File: src/rtl/regfile_pkg.sv
// Shared types and constants for the general register file write side.
package regfile_pkg;

  localparam int unsigned REG_W = 32;
  localparam int unsigned NREG  = 16;

  typedef logic [3:0]       reg_addr_t;
  typedef logic [REG_W-1:0] word_t;

  localparam reg_addr_t PC_IDX  = 4'hF;
  localparam word_t     PC_STEP = 32'd4;

endpackage

File: src/rtl/binary_decoder_4x16.sv
// 4-to-16 one-hot decoder with enable; output is all zeros when en is low.
module binary_decoder_4x16
  import regfile_pkg::*;
(
  input  logic        en,
  input  logic [3:0]  addr,
  output logic [15:0] load
);

  always_comb begin
    load = '0;
    if (en) load[addr] = 1'b1;
  end

endmodule

File: src/rtl/mux_16x1_32b.sv
// 16:1 selector of 32-bit words, used for the register file read ports.
module mux_16x1_32b (
  input  logic [15:0][31:0] din,
  input  logic [3:0]        sel,
  output logic [31:0]       dout
);

  always_comb begin
    dout = din[sel];
  end

endmodule

File: src/rtl/regfile_16x32_wr.sv
// Sixteen-entry register file: decoded write port, two bypassed read ports,
// and R15 acting as the program counter with its own increment path.
module regfile_16x32_wr
  import regfile_pkg::*;
#(
  parameter int unsigned     WIDTH   = REG_W,
  parameter int unsigned     NREG    = 16,
  parameter logic [WIDTH-1:0] PC_STEP = WIDTH'(4)
) (
  input  logic             clk,
  input  logic             rst_n,
  input  logic             wr_en,
  input  logic [3:0]       wr_addr,
  input  logic [WIDTH-1:0] wr_data,
  input  logic             pc_inc,
  input  logic [3:0]       rd_sel_a,
  input  logic [3:0]       rd_sel_b,
  output logic [WIDTH-1:0] rd_data_a,
  output logic [WIDTH-1:0] rd_data_b,
  output logic [WIDTH-1:0] pc_out
);

  logic [NREG-1:0][WIDTH-1:0] regs;
  logic [NREG-1:0]            load;
  logic [WIDTH-1:0]           mux_a;
  logic [WIDTH-1:0]           mux_b;
  logic                       byp_a;
  logic                       byp_b;

  binary_decoder_4x16 u_dec (
    .en   (wr_en),
    .addr (wr_addr),
    .load (load)
  );

  // Explicit load of R15 takes precedence over the increment.
  always_ff @(posedge clk or negedge rst_n) begin
    if (!rst_n) begin
      regs <= '0;
    end else begin
      for (int unsigned i = 0; i < NREG; i++) begin
        if (load[i])
          regs[i] <= wr_data;
        else if (i == 32'(PC_IDX) && pc_inc)
          regs[i] <= regs[i] + PC_STEP;
      end
    end
  end

  mux_16x1_32b u_mux_a (
    .din  (regs),
    .sel  (rd_sel_a),
    .dout (mux_a)
  );

  mux_16x1_32b u_mux_b (
    .din  (regs),
    .sel  (rd_sel_b),
    .dout (mux_b)
  );

  // Bypass follows only the write port; a pending pc_inc is not forwarded.
  always_comb begin
    byp_a     = wr_en && (wr_addr == rd_sel_a);
    byp_b     = wr_en && (wr_addr == rd_sel_b);
    rd_data_a = byp_a ? wr_data : mux_a;
    rd_data_b = byp_b ? wr_data : mux_b;
  end

  assign pc_out = regs[PC_IDX];

endmodule

File: config.mk
export PLATFORM = sky130hd
export DESIGN_NAME = regfile_16x32_wr
export DESIGN_NICKNAME = d
export VERILOG_FILES = /design/src/rtl/regfile_pkg.sv /design/src/rtl/binary_decoder_4x16.sv /design/src/rtl/mux_16x1_32b.sv /design/src/rtl/regfile_16x32_wr.sv
export SDC_FILE = /design/constraint.sdc
export NUM_CORES = 1
export LEC_CHECK = 0
export BUFFER_PORTS_ARGS = -buffer_cell sky130_fd_sc_hd__buf_2
export CORE_MARGIN = 5
export CORE_UTILIZATION = 28
export DETAILED_ROUTE_END_ITERATION = 8
export PLACE_DENSITY = 0.42
export SYNTH_ARGS = -nofsm -noshare
export SYNTH_HDL_FRONTEND = slang
export SYNTH_SLANG_ARGS = --single-unit
File: constraint.sdc
create_clock -name clk -period 2.7 [get_ports clk]
set_clock_uncertainty 0.05 [all_clocks]
set_input_delay 0.54 -clock clk [delete_from_list [all_inputs] [get_ports clk]]
set_output_delay 0.54 -clock clk [all_outputs]
set_load 0.005 [all_outputs]
# Yosys cells after proc, flatten, opt, wreduce, memory -nomap -nowiden
# Cells that the tools add are included.
# word_totals
reg_bits	512
inputBits	48
out_inout_bits	96
elab_cells	38
# classes
n_addsub	1
order_cmp	4
eq_ne	2
muxes	11
reduce_logical	4
# op_table
cell	n
binary-select mux 32 bit (select 4 bit)	2
two-way mux 32 bit	6
adder 32 x 3 -> 32 bit (second input constant)	1
two-way mux 16 bit	1
< comparator 4 x 5 -> 1 bit (second input constant)	3
== test 4 bit	2
demux 1 bit (select 4 bit)	1
>= comparator 4 x 1 -> 1 bit (second input constant)	1
logical AND 1 bit	3
nonzero test 2 bit	1
two-way mux 1 bit	1

# Depth between registers and ports, before layout
# Gate-level depths: netlist (run 1).
# logic_depth
depth_word	6
depth_mapped	8
ltp_nobuf	6

# By module
# From an unflattened synthesis (run 1), not the netlist that was laid out.
# hier_totals
hier_cells	1935
area_unflattened_um2	28220.8
# by_module_without_submodules
mod	n_inst	cells_each	area_per_inst_um2	seq_area_each_um2
regfile_16x32_wr	1	1370	20646.1	12812.3
mux_16x1_32b	2	271	3728.6	0.0
binary_decoder_4x16	1	23	117.6	0.0

# Least setup slack after synthesis (run 1)
# No wires, ideal clock.
# synth_path
path_kind	in2out
startpoint	in rd_sel_a[0]
endpoint	out rd_data_a[21]
arrival_time_ns	2.015
required_time_ns	2.110
setup_slack_ns	0.095
cell_stages	5
n_path_buf	2
cell_sequence	buf_4 > buf_2 > mux4_2 > a2111oi_0 > a211oi_1
# synth_via
elab_chain_cells	3
elab_cells_between_ends	5
classes_between	1 x eq/ne; 3 x mux; 1 x reduce/logical
# synth_rtl
item	line_no	rtl
from (decl)	regfile_16x32_wr.sv:16	input logic [3:0] rd_sel_a,
binary-select mux 32 bit (select 4 bit) / == test 4 bit (equally long branches)	mux_16x1_32b.sv:9, regfile_16x32_wr.sv:64	
two-way mux 32 bit (implied by the code) / logical AND 1 bit (equally long branches)	mux_16x1_32b.sv:9, regfile_16x32_wr.sv:64	
two-way mux 32 bit *	regfile_16x32_wr.sv:66	rd_data_a = byp_a ? wr_data : mux_a;
to (decl)	regfile_16x32_wr.sv:18	output logic [WIDTH-1:0] rd_data_a,
# Every way passes the cells marked *; elsewhere a longest branch is shown, timed or not. The select of a mux whose other input is x is not followed.

# Worst setup path after layout (run 1)
# layout_path
startpoint	reg regs[85] in the netlist's numbering
endpoint	out rd_data_b[21]
# layout_via
elab_chain_cells	3
# layout_rtl
item	line_no	rtl
from (decl)	regfile_16x32_wr.sv:23	logic [NREG-1:0][WIDTH-1:0] regs;
from (signal, indexed assignment)	regfile_16x32_wr.sv:43	regs[i] <= wr_data;
from (signal, indexed assignment)	regfile_16x32_wr.sv:45	regs[i] <= regs[i] + PC_STEP;
binary-select mux 32 bit (select 4 bit)	mux_16x1_32b.sv:9	dout = din[sel];
two-way mux 32 bit (implied by the code)	mux_16x1_32b.sv:9	
two-way mux 32 bit	regfile_16x32_wr.sv:67	rd_data_b = byp_b ? wr_data : mux_b;
to (decl)	regfile_16x32_wr.sv:19	output logic [WIDTH-1:0] rd_data_b,
# Every way passes these cells. The select of a mux whose other input is x is not followed.

==> impl_metrics.env, run 1 <==
export IMPL_final_hold_viol_count=0
export IMPL_synth_area_per_cell_um2=14.3
export IMPL_setup_violations=63
export IMPL_grt_pass1_wl_um=157000
export IMPL_start_kind="register"
export IMPL_ys_seq_elements=512
export IMPL_stdcell_count=3689
export IMPL_seqPwrFrac_pct=38.9
export IMPL_cts_root_buf="clkbuf_16"
export IMPL_initial_core_util_pct=28.2
export IMPL_portBuffers=143
export IMPL_worst_setup_path_type="reg2out"
export IMPL_io_pins=144
export IMPL_setup_slack_ns=-0.259
export IMPL_die_area_um2=109000
export IMPL_rows=117
export IMPL_vias_per_cell=5.33
export IMPL_netlist_area_um2=28700
export IMPL_cts_buffer_depth=3
export IMPL_regArea_um2=12800
export IMPL_final_cell_mix="511 x dfrtp_1, 473 x mux2_2, 258 x mux4_2, 199 x buf_4, 129 x buf_2"
export IMPL_clkPwrFrac_pct=31.7
export IMPL_antenna_found_initial=4
export IMPL_coreArea_um2=102000
export IMPL_violations="setup timing"
export IMPL_total_power_uw=28300
export IMPL_min_period_over_period_pct=110
export IMPL_tritoncts="built"
export IMPL_post_route_min_period_ns=2.96
export IMPL_p_int_uw=19800
export IMPL_hold_path_class="in2reg"
export IMPL_p_comb_share_pct=29.4
export IMPL_htreeDepth=3
export IMPL_cp_arrival_ns=2.37
export IMPL_ys_types=41
export IMPL_wl_met1_um=47700
export IMPL_final_common_cell="dfrtp_1"
export IMPL_p_leak_uw=0.0153
export IMPL_place_hpwl_um=68200
export IMPL_nets=2321
export IMPL_met2WireLength_um=50500
export IMPL_drive_gt1_share_pct=64.8
export IMPL_async_flop_share_pct=100
export IMPL_ant_nets=0
export IMPL_cts_sinks=512
export IMPL_dr_max_layer_used="met4"
export IMPL_synth_flop_cell="dfrtp_1"
export IMPL_area_growth_pct=32.5
export IMPL_critical_path_max_fanout=3
export IMPL_drt_initial_drc_count=1217
export IMPL_place_inst=3519
export IMPL_rsz0062_at_grt="true"
export IMPL_power_density_nw_per_um2=745
export IMPL_dr_pass1_iters=5
export IMPL_vias=19700
export IMPL_swShare_pct=30.2
export IMPL_worst_pin_slew_ns=0.700
export IMPL_reg2reg_slack_ns=0.38
export IMPL_wirelength_um=108000
export IMPL_cp_end_kind="output pin"
export IMPL_grt_max_degree=81
export IMPL_slew_violations=0
export IMPL_p_sw_uw=8530
export IMPL_ys_seq_area_share_pct=44.7
export IMPL_fill_cells=9550
export IMPL_clock_latency_ns=0.61
export IMPL_die_height_um=330
export IMPL_critPathRequiredTime_ns=2.11
export IMPL_yosys_warnings=0
export IMPL_synth_edf_count=0
export IMPL_avgRoutedWirePerCell_um=29.4
export IMPL_synth_cells=2009
export IMPL_multi_input_area_um2=16900
export IMPL_die_w_um=330
export IMPL_maxSlewHeadroom_pct=53.3
export IMPL_clkTransAtPathRegs_ns=0.06
export IMPL_grt_pass1_vias=21600
export IMPL_outcome="finished with violations"
export IMPL_grt_total_usage_pct=19.8
export IMPL_grt_overflow=0
export IMPL_gp_congestion=0.767
export IMPL_wl_met3_um=6590
export IMPL_drc_errors=0
export IMPL_tns_ns=-8.39
export IMPL_max_freq_mhz=338
export IMPL_vdd_ir_drop_max_mv=0.365
export IMPL_holdWs_ns=0.275
export IMPL_cts_buffers=67
export IMPL_drv_cap=0
export IMPL_synth_nets=2058
## sequential cells by signal, indices dropped and copies added, names as in the netlist
register	flops
regs	480
pc_out	32
## final timing paths
kind,from,endpoint,depth (start not counted)
min in group asynchronous,rst_n,regs[243]$_DFFE_PN0P_,2
setup / recovery,regs[85]$_DFFE_PN0P_,rd_data_b[21],6
max in group asynchronous,rst_n,pc_out[30]$_DFFE_PN0P_,3
setup reg to reg,pc_out[9]$_DFFE_PN0P_,pc_out[30]$_DFFE_PN0P_,5
hold / removal,wr_data[0],regs[64]$_DFFE_PN0P_,2
hold reg to reg,regs[399]$_DFFE_PN0P_,regs[399]$_DFFE_PN0P_,1
## cells in the mapped netlist (3+ instances only)
library cell	n	area (µm²)
dfrtp_1	512	12800
mux2_2	473	5330
mux4_2	258	5810
clkbuf_1	111	417
nor2_1	107	402
mux2i_1	63	631
a2111oi_0	62	543
a211oi_1	62	465
nor2b_1	62	388
buf_2	53	265
buf_4	48	360
buf_1	40	150
a21oi_1	27	135
xor2_1	23	201
nand2_1	17	63.8
nand4_1	11	68.8
xnor2_1	11	96.3
and3_1	9	56.3
mux2_1	9	101
nand3_1	7	35.0
nor3_1	5	25.0
or3_1	5	31.3
buf_6	4	45.0
nand3b_1	4	30.0
a31oi_1	3	18.8
inv_1	3	11.3
## worst max-delay path, cell delays in order (launching register included)
cell and delay, ns:
dfrtp_1 0.39, mux4_2 0.46, nor2b_4 0.15, a2111oi_4 0.41, buf_4 0.19, a211oi_2 0.03
buf_2 0.14
## cell type report
type                       instances  area share (%)
multi-input combinational       1238            44.4
timing repair buffer             450            11.7
clock buffer                      95            5.04
tap                             1368            4.51
inverter                           3          0.0296
antenna                            3          0.0198
sequential                       512            33.7
clock inverter                    20           0.632
## layer usage
layer	global-route usage, %	vias to the layer above
li1	-	8217
met1	26.8	10700
met2	31.4	572
met3	4.57	149
met4	6.86	0
met5	0	-
## kinds of logic after synthesis
| logic type | synth area share, % |
|---|---|
| multiplexers | 41.4 |
| XOR/XNOR | 1.04 |
| flip-flops | 44.7 |
| adder cells (fa/ha/maj) | 0.0436 |
| AND/OR/NAND/NOR | 4.38 |
| buffers and inverters | 4.35 |
| AO/OA/AOI/OAI | 4.11 |
## power by group through the flow
stage	clock (µW)	sequential, µW	combinational (µW)
final	8980	11000	8310
after global placement	0	11000	6980
after floorplan	0	10600	4780
after global routing	9550	11300	8890
after CTS	9250	11000	8170
after detailed placement	0	11100	7060
## per-stage QoR
step	cell area, µm²	util (%)	setup slack, ns
finish	38000	37.3	-0.259
global route	38000	37.3	-0.316
CTS	37200	36.6	-0.281
detailed placement	32500	31.9	-0.921
global placement	32500	31.9	-0.938
floorplan	28700	-	0.0950
## repair_timing
action | 4_1_cts | 5_1_grt
endpoints found under the setup margin | 64 | 64
cloned | 10 | 3
pin swaps | 115 | 40
gates resized for setup | 404 | 96
endpoints found under the hold margin | 34 | 0
hold buffers | 1 | 0
buffers inserted | 38 | 31
Power figures use the tool's default switching activity.
==> run 2, diff against run 1 <==
- CORE_UTILIZATION: 28 -> 53
- PLACE_DENSITY: 0.42 -> 0.69
==> run 2 against run 1 <==
Against the previous run:
- sequential cell count stayed put
- via count is 1.1% higher
- critical path depth stayed put
- critical path type unchanged
- die area is 46% lower
- maximum frequency is 1.6% lower
- register-to-register slack worse by 0.18 ns
- largest power group unchanged
- first-iteration DRC count is 47% higher
- final area is 5.4% lower
- worst hold slack better by 0.0080 ns
- clock power is 7.9% lower
- combinational power is 9.9% lower
- the flow still finishes with violations (setup timing)
- routed wire length is 19% lower
==> impl_metrics.env, run 2 (synthesis results as in run 1) <==
export IMPL_violations="setup timing"
export IMPL_die_area_um2=58900
export IMPL_vdd_ir_drop_max_mv=0.632
export IMPL_htreeDepth=2
export IMPL_worst_pin_slew_ns=0.727
export IMPL_hold_path_class="in2reg"
export IMPL_initial_core_util_pct=53.4
export IMPL_clock_latency_ns=0.63
export IMPL_power_density_nw_per_um2=749
export IMPL_regMostFlops="regs"
export IMPL_largest_register_ffs=480
export IMPL_die_w_um=243
export IMPL_grt_total_usage_pct=29.2
export IMPL_grt_max_degree=75
export IMPL_final_hold_viol_count=0
export IMPL_die_height_um=243
export IMPL_post_route_min_period_ns=3.01
export IMPL_io_pins=144
export IMPL_holdWs_ns=0.283
export IMPL_place_hpwl_um=54600
export IMPL_cts_buffers=57
export IMPL_min_period_over_period_pct=111
export IMPL_grt_pass1_vias=21000
export IMPL_drv_cap=0
export IMPL_worst_setup_path_type="reg2out"
export IMPL_critPathRequiredTime_ns=2.11
export IMPL_maxSlewHeadroom_pct=51.5
export IMPL_ant_nets=0
export IMPL_grt_pass1_wl_um=133000
export IMPL_p_leak_uw=0.0148
export IMPL_final_common_cell="dfrtp_1"
export IMPL_vias_per_cell=6.67
export IMPL_grt_overflow=0
export IMPL_setup_slack_ns=-0.306
export IMPL_cts_buffer_depth=3
export IMPL_cp_end_kind="output pin"
export IMPL_drive_gt1_share_pct=63.6
export IMPL_critical_path_max_fanout=3
export IMPL_wirelength_um=88300
export IMPL_max_freq_mhz=333
export IMPL_rows=85
export IMPL_start_kind="register"
export IMPL_setup_violations=63
export IMPL_coreArea_um2=53700
export IMPL_dr_pass1_iters=5
export IMPL_gp_congestion=0.852
export IMPL_cts_sinks=512
export IMPL_nets=2291
export IMPL_rsz0062_at_grt="true"
export IMPL_final_cell_mix="511 x dfrtp_1, 473 x mux2_2, 258 x mux4_2, 207 x buf_4, 132 x buf_2"
export IMPL_drc_errors=0
export IMPL_area_growth_pct=25.4
export IMPL_cts_root_buf="clkbuf_16"
export IMPL_portBuffers=143
export IMPL_antenna_found_initial=1
export IMPL_vias=19900
export IMPL_avgRoutedWirePerCell_um=29.6
export IMPL_tns_ns=-7.87
export IMPL_cp_arrival_ns=2.42
export IMPL_outcome="finished with violations"
export IMPL_drt_initial_drc_count=1791
export IMPL_slew_violations=0
export IMPL_tritoncts="built"
export IMPL_clkTransAtPathRegs_ns=0.06
==> run 2: cell types whose count changed in the layout (fill, tap and decap cells not counted), sizes merged <==
cell      previous run  this run
clkinv              10        14
clkinvlp             3         2
diode                3         1
bufinv               5         7
bufbuf               4         0
clkbuf              98        79
buf                442       428
==> run 2: metal layers <==
layer	share of wire (%)	vias to the layer above	global-route usage (%)	wire length (µm)
li1	-	8147	-	-
met1	40	10700	39.8	35000
met2	50	835	47.2	43800
met3	6.7	186	5.45	5930
met4	4.1	0	11.7	3600
met5	0	-	0	0
==> run 2: worst paths after layout <==
check,from,endpoint,slack (ns),depth (start not counted)
hold reg to reg,regs[388]$_DFFE_PN0P_,regs[388]$_DFFE_PN0P_,0.46,1
setup reg to reg,pc_out[9]$_DFFE_PN0P_,pc_out[30]$_DFFE_PN0P_,0.20,5
max in group asynchronous,rst_n,regs[202]$_DFFE_PN0P_,1.32,3
min in group asynchronous,rst_n,regs[38]$_DFFE_PN0P_,0.44,2
hold / removal,wr_data[9],pc_out[9]$_DFFE_PN0P_,0.28,3
setup / recovery,regs[116]$_DFFE_PN0P_,rd_data_b[20],-0.31,6
==> run 2: final cells by class <==
type	count	area, µm²
tap	696	871
antenna	1	2.50
clock inverter	25	319
fill	3580	17800
clock buffer	78	1670
sequential	512	12800
multi-input combinational	1238	16400
timing repair buffer	430	3870
inverter	3	11.3
==> run 2: repair_timing <==
action / CTS / global route
endpoints found under the setup margin: 64 / 64
hold buffers: 1 / 0
cloned: 2 / 1
pin swaps: 91 / 63
hold endpoints to repair: 45 / 0
buffers inserted: 19 / 37
gates resized for setup: 247 / 141
==> run 2: report_power, final <==
part,total [µW],internal (µW),switching (µW)
Combinational,7490,4530,2960
Sequential,11200,9520,1630
Clock,8270,4970,3300
Total,26900,19000,7900
==> run 2: critical path, stage by stage, from the launching register on <==
cell and delay (ns):
dfrtp_1 0.40, mux4_2 0.51, nor2b_4 0.17, a2111oi_4 0.37, buf_4 0.18, a211oi_2 0.03, buf_2 0.14
==> run 2: per-stage QoR <==
stage	cells	setup slack [ns]	util, %	power, µW	instance area (µm²)
floorplan	2009	0.0950	-	15400	28700
global placement	2841	-0.610	58.9	17300	31600
detailed placement	2841	-0.638	58.9	17700	31600
CTS	2945	-0.241	64.8	26500	34800
global route	2982	-0.361	66.9	28000	35900
finish	2983	-0.306	66.9	26900	35900
==> run 3, diff against run 2 <==
- CELL_PAD_IN_SITES_DETAIL_PLACEMENT: default -> 1
- CELL_PAD_IN_SITES_GLOBAL_PLACEMENT: default -> 2
- CORE_UTILIZATION: 53 -> 45
- PLACE_DENSITY: 0.69 -> 0.79
==> run 3 against run 2 <==
Against the previous run:
- the run still ends with setup timing left
- die area is 17% higher
- first-iteration DRC count is 19% lower
- core utilization is 9.8 points lower
- final area is 0.31% higher
- worst hold slack worse by 0.039 ns
- critical path depth is 1 lower
- total power is 1.6% higher
- cell count is 4.8% higher
- count of clock-buffer cells in the layout is 6 higher
- clock power hardly changed
- via count is 1.6% higher
- sequential share of layout area is 0.098 points lower
- largest power group unchanged
- highest routed layer is now met5
==> impl_metrics.env, run 3 (synthesis results as in run 1) <==
export IMPL_die_w_um=262
export IMPL_hold_path_class="in2reg"
export IMPL_critPathRequiredTime_ns=2.11
export IMPL_area_growth_pct=25.7
export IMPL_htreeDepth=2
export IMPL_grt_max_degree=99
export IMPL_crit_chain="mux4_2, nor2b_1, a2111oi_2, a211oi_1, buf_2"
export IMPL_start_kind="register"
export IMPL_place_inst=2987
export IMPL_drc_errors=0
export IMPL_power_density_nw_per_um2=758
export IMPL_worst_setup_path_type="reg2out"
export IMPL_gp_congestion=0.817
export IMPL_slowest_stage="mux4_2"
export IMPL_place_hpwl_um=62000
export IMPL_post_route_min_period_ns=2.99
export IMPL_worst_pin_slew_ns=0.740
export IMPL_drv_cap=0
export IMPL_rows=92
export IMPL_grt_total_usage_pct=27.8
export IMPL_largest_register_ffs=480
export IMPL_min_period_over_period_pct=111
export IMPL_drive_gt1_share_pct=63.5
export IMPL_max_stage_delay_ns=0.46
export IMPL_die_height_um=262
export IMPL_vias=20200
export IMPL_io_pins=144
export IMPL_clock_latency_ns=0.65
export IMPL_cp_end_kind="output pin"
export IMPL_setup_slack_ns=-0.285
export IMPL_slew_violations=0
export IMPL_initial_core_util_pct=45.5
export IMPL_max_freq_mhz=335
export IMPL_grt_pass1_vias=22400
export IMPL_drt_initial_drc_count=1454
export IMPL_rsz0062_at_grt="true"
export IMPL_clkTransAtPathRegs_ns=0.06
export IMPL_maxSlewHeadroom_pct=50.7
export IMPL_utilization_pct=57.2
export IMPL_final_cell_area_um2=36100
export IMPL_final_hold_viol_count=0
export IMPL_nets=2287
export IMPL_diodes=0
export IMPL_final_cell_mix="508 x dfrtp_1, 473 x mux2_2, 258 x mux4_2, 200 x buf_4, 131 x buf_2"
export IMPL_outcome="finished with violations"
export IMPL_p_leak_uw=0.0148
export IMPL_die_area_um2=68900
export IMPL_dpl_cell_area_um2=31800
export IMPL_critical_path_max_fanout=3
export IMPL_cts_buffers=58
export IMPL_avgRoutedWirePerCell_um=32.2
export IMPL_vdd_ir_drop_max_mv=0.655
export IMPL_ant_nets=0
export IMPL_tns_ns=-12.00
export IMPL_path_buf_inv=1
export IMPL_wirelength_um=101000
export IMPL_setup_violations=64
export IMPL_fill_cells=5880
export IMPL_cp_arrival_ns=2.40
export IMPL_cp_top_family="compound AO/OA/AOI/OAI gates"
export IMPL_portBuffers=143
export IMPL_multi_input_area_um2=16300
export IMPL_regArea_um2=12800
export IMPL_cts_buffer_depth=3
export IMPL_tritoncts="built"
export IMPL_stdcell_count=3127
export IMPL_coreArea_um2=63100
export IMPL_grt_overflow=0
export IMPL_violations="setup timing"
export IMPL_vias_per_cell=6.47
export IMPL_dr_pass1_iters=5
export IMPL_antenna_found_initial=1
export IMPL_grt_pass1_wl_um=148000
export IMPL_dp_slack_ns=-0.524
export IMPL_final_common_cell="dfrtp_1"
export IMPL_cts_sinks=512
export IMPL_regMostFlops="regs"
export IMPL_cts_root_buf="clkbuf_16"
run 3: layer usage:
metal | up-vias | share of wire (%) | GRT usage, %
li1 | 8124 | - | -
met4 | 2 | 3.8 | 10.4
met1 | 11100 | 41 | 37.0
met5 | - | 0.013 | 0
met3 | 220 | 5.8 | 5.18
met2 | 751 | 50 | 46.0
run 3: final cells by class:
type / count / share of cell area, %
Clock buffer: 84 / 4.68
Sequential cell: 512 / 35.5
Tap cell: 846 / 2.94
Timing Repair Buffer: 425 / 10.9
Multi-Input combinational cell: 1238 / 45.2
Inverter: 3 / 0.0312
Clock inverter: 19 / 0.763
run 3: final timing paths:
path | from | to | slack (ns) | cells after the start
setup / recovery | regs[113]$_DFFE_PN0P_ | rd_data_a[17] | -0.29 | 5
hold / removal | wr_data[5] | regs[37]$_DFFE_PN0P_ | 0.24 | 2
setup reg to reg | pc_out[4]$_DFFE_PN0P_ | pc_out[30]$_DFFE_PN0P_ | 0.37 | 6
hold reg to reg | regs[393]$_DFFE_PN0P_ | regs[393]$_DFFE_PN0P_ | 0.47 | 1
max in group asynchronous | rst_n | pc_out[13]$_DFFE_PN0P_ | 1.33 | 3
min in group asynchronous | rst_n | regs[421]$_DFFE_PN0P_ | 0.36 | 2
run 3: stage by stage:
step | total power, µW | hold WS (ns)
3_5_place_dp | 18000 | 0.432
5_1_grt | 28500 | 0.237
4_1_cts | 26900 | 0.225
2_1_floorplan | 15400 | 0.194
6_report | 27300 | 0.243
3_3_place_gp | 17500 | 0.425
run 3: power breakdown:
group	internal [µW]	switching [µW]	leakage (µW)	total, µW
Sequential	9530	1700	0.00625	11200
Combinational	4590	3270	0.00761	7860
Clock	4900	3360	0.000975	8260
run 3: what timing repair did:
action / in CTS / in global routing
hold endpoints to repair: 35 / 0
gates cloned: 6 / 2
setup buffers: 21 / 28
pin swaps: 94 / 46
endpoints found under the setup margin: 64 / 64
resized for setup: 265 / 134
hold buffers: 1 / 0
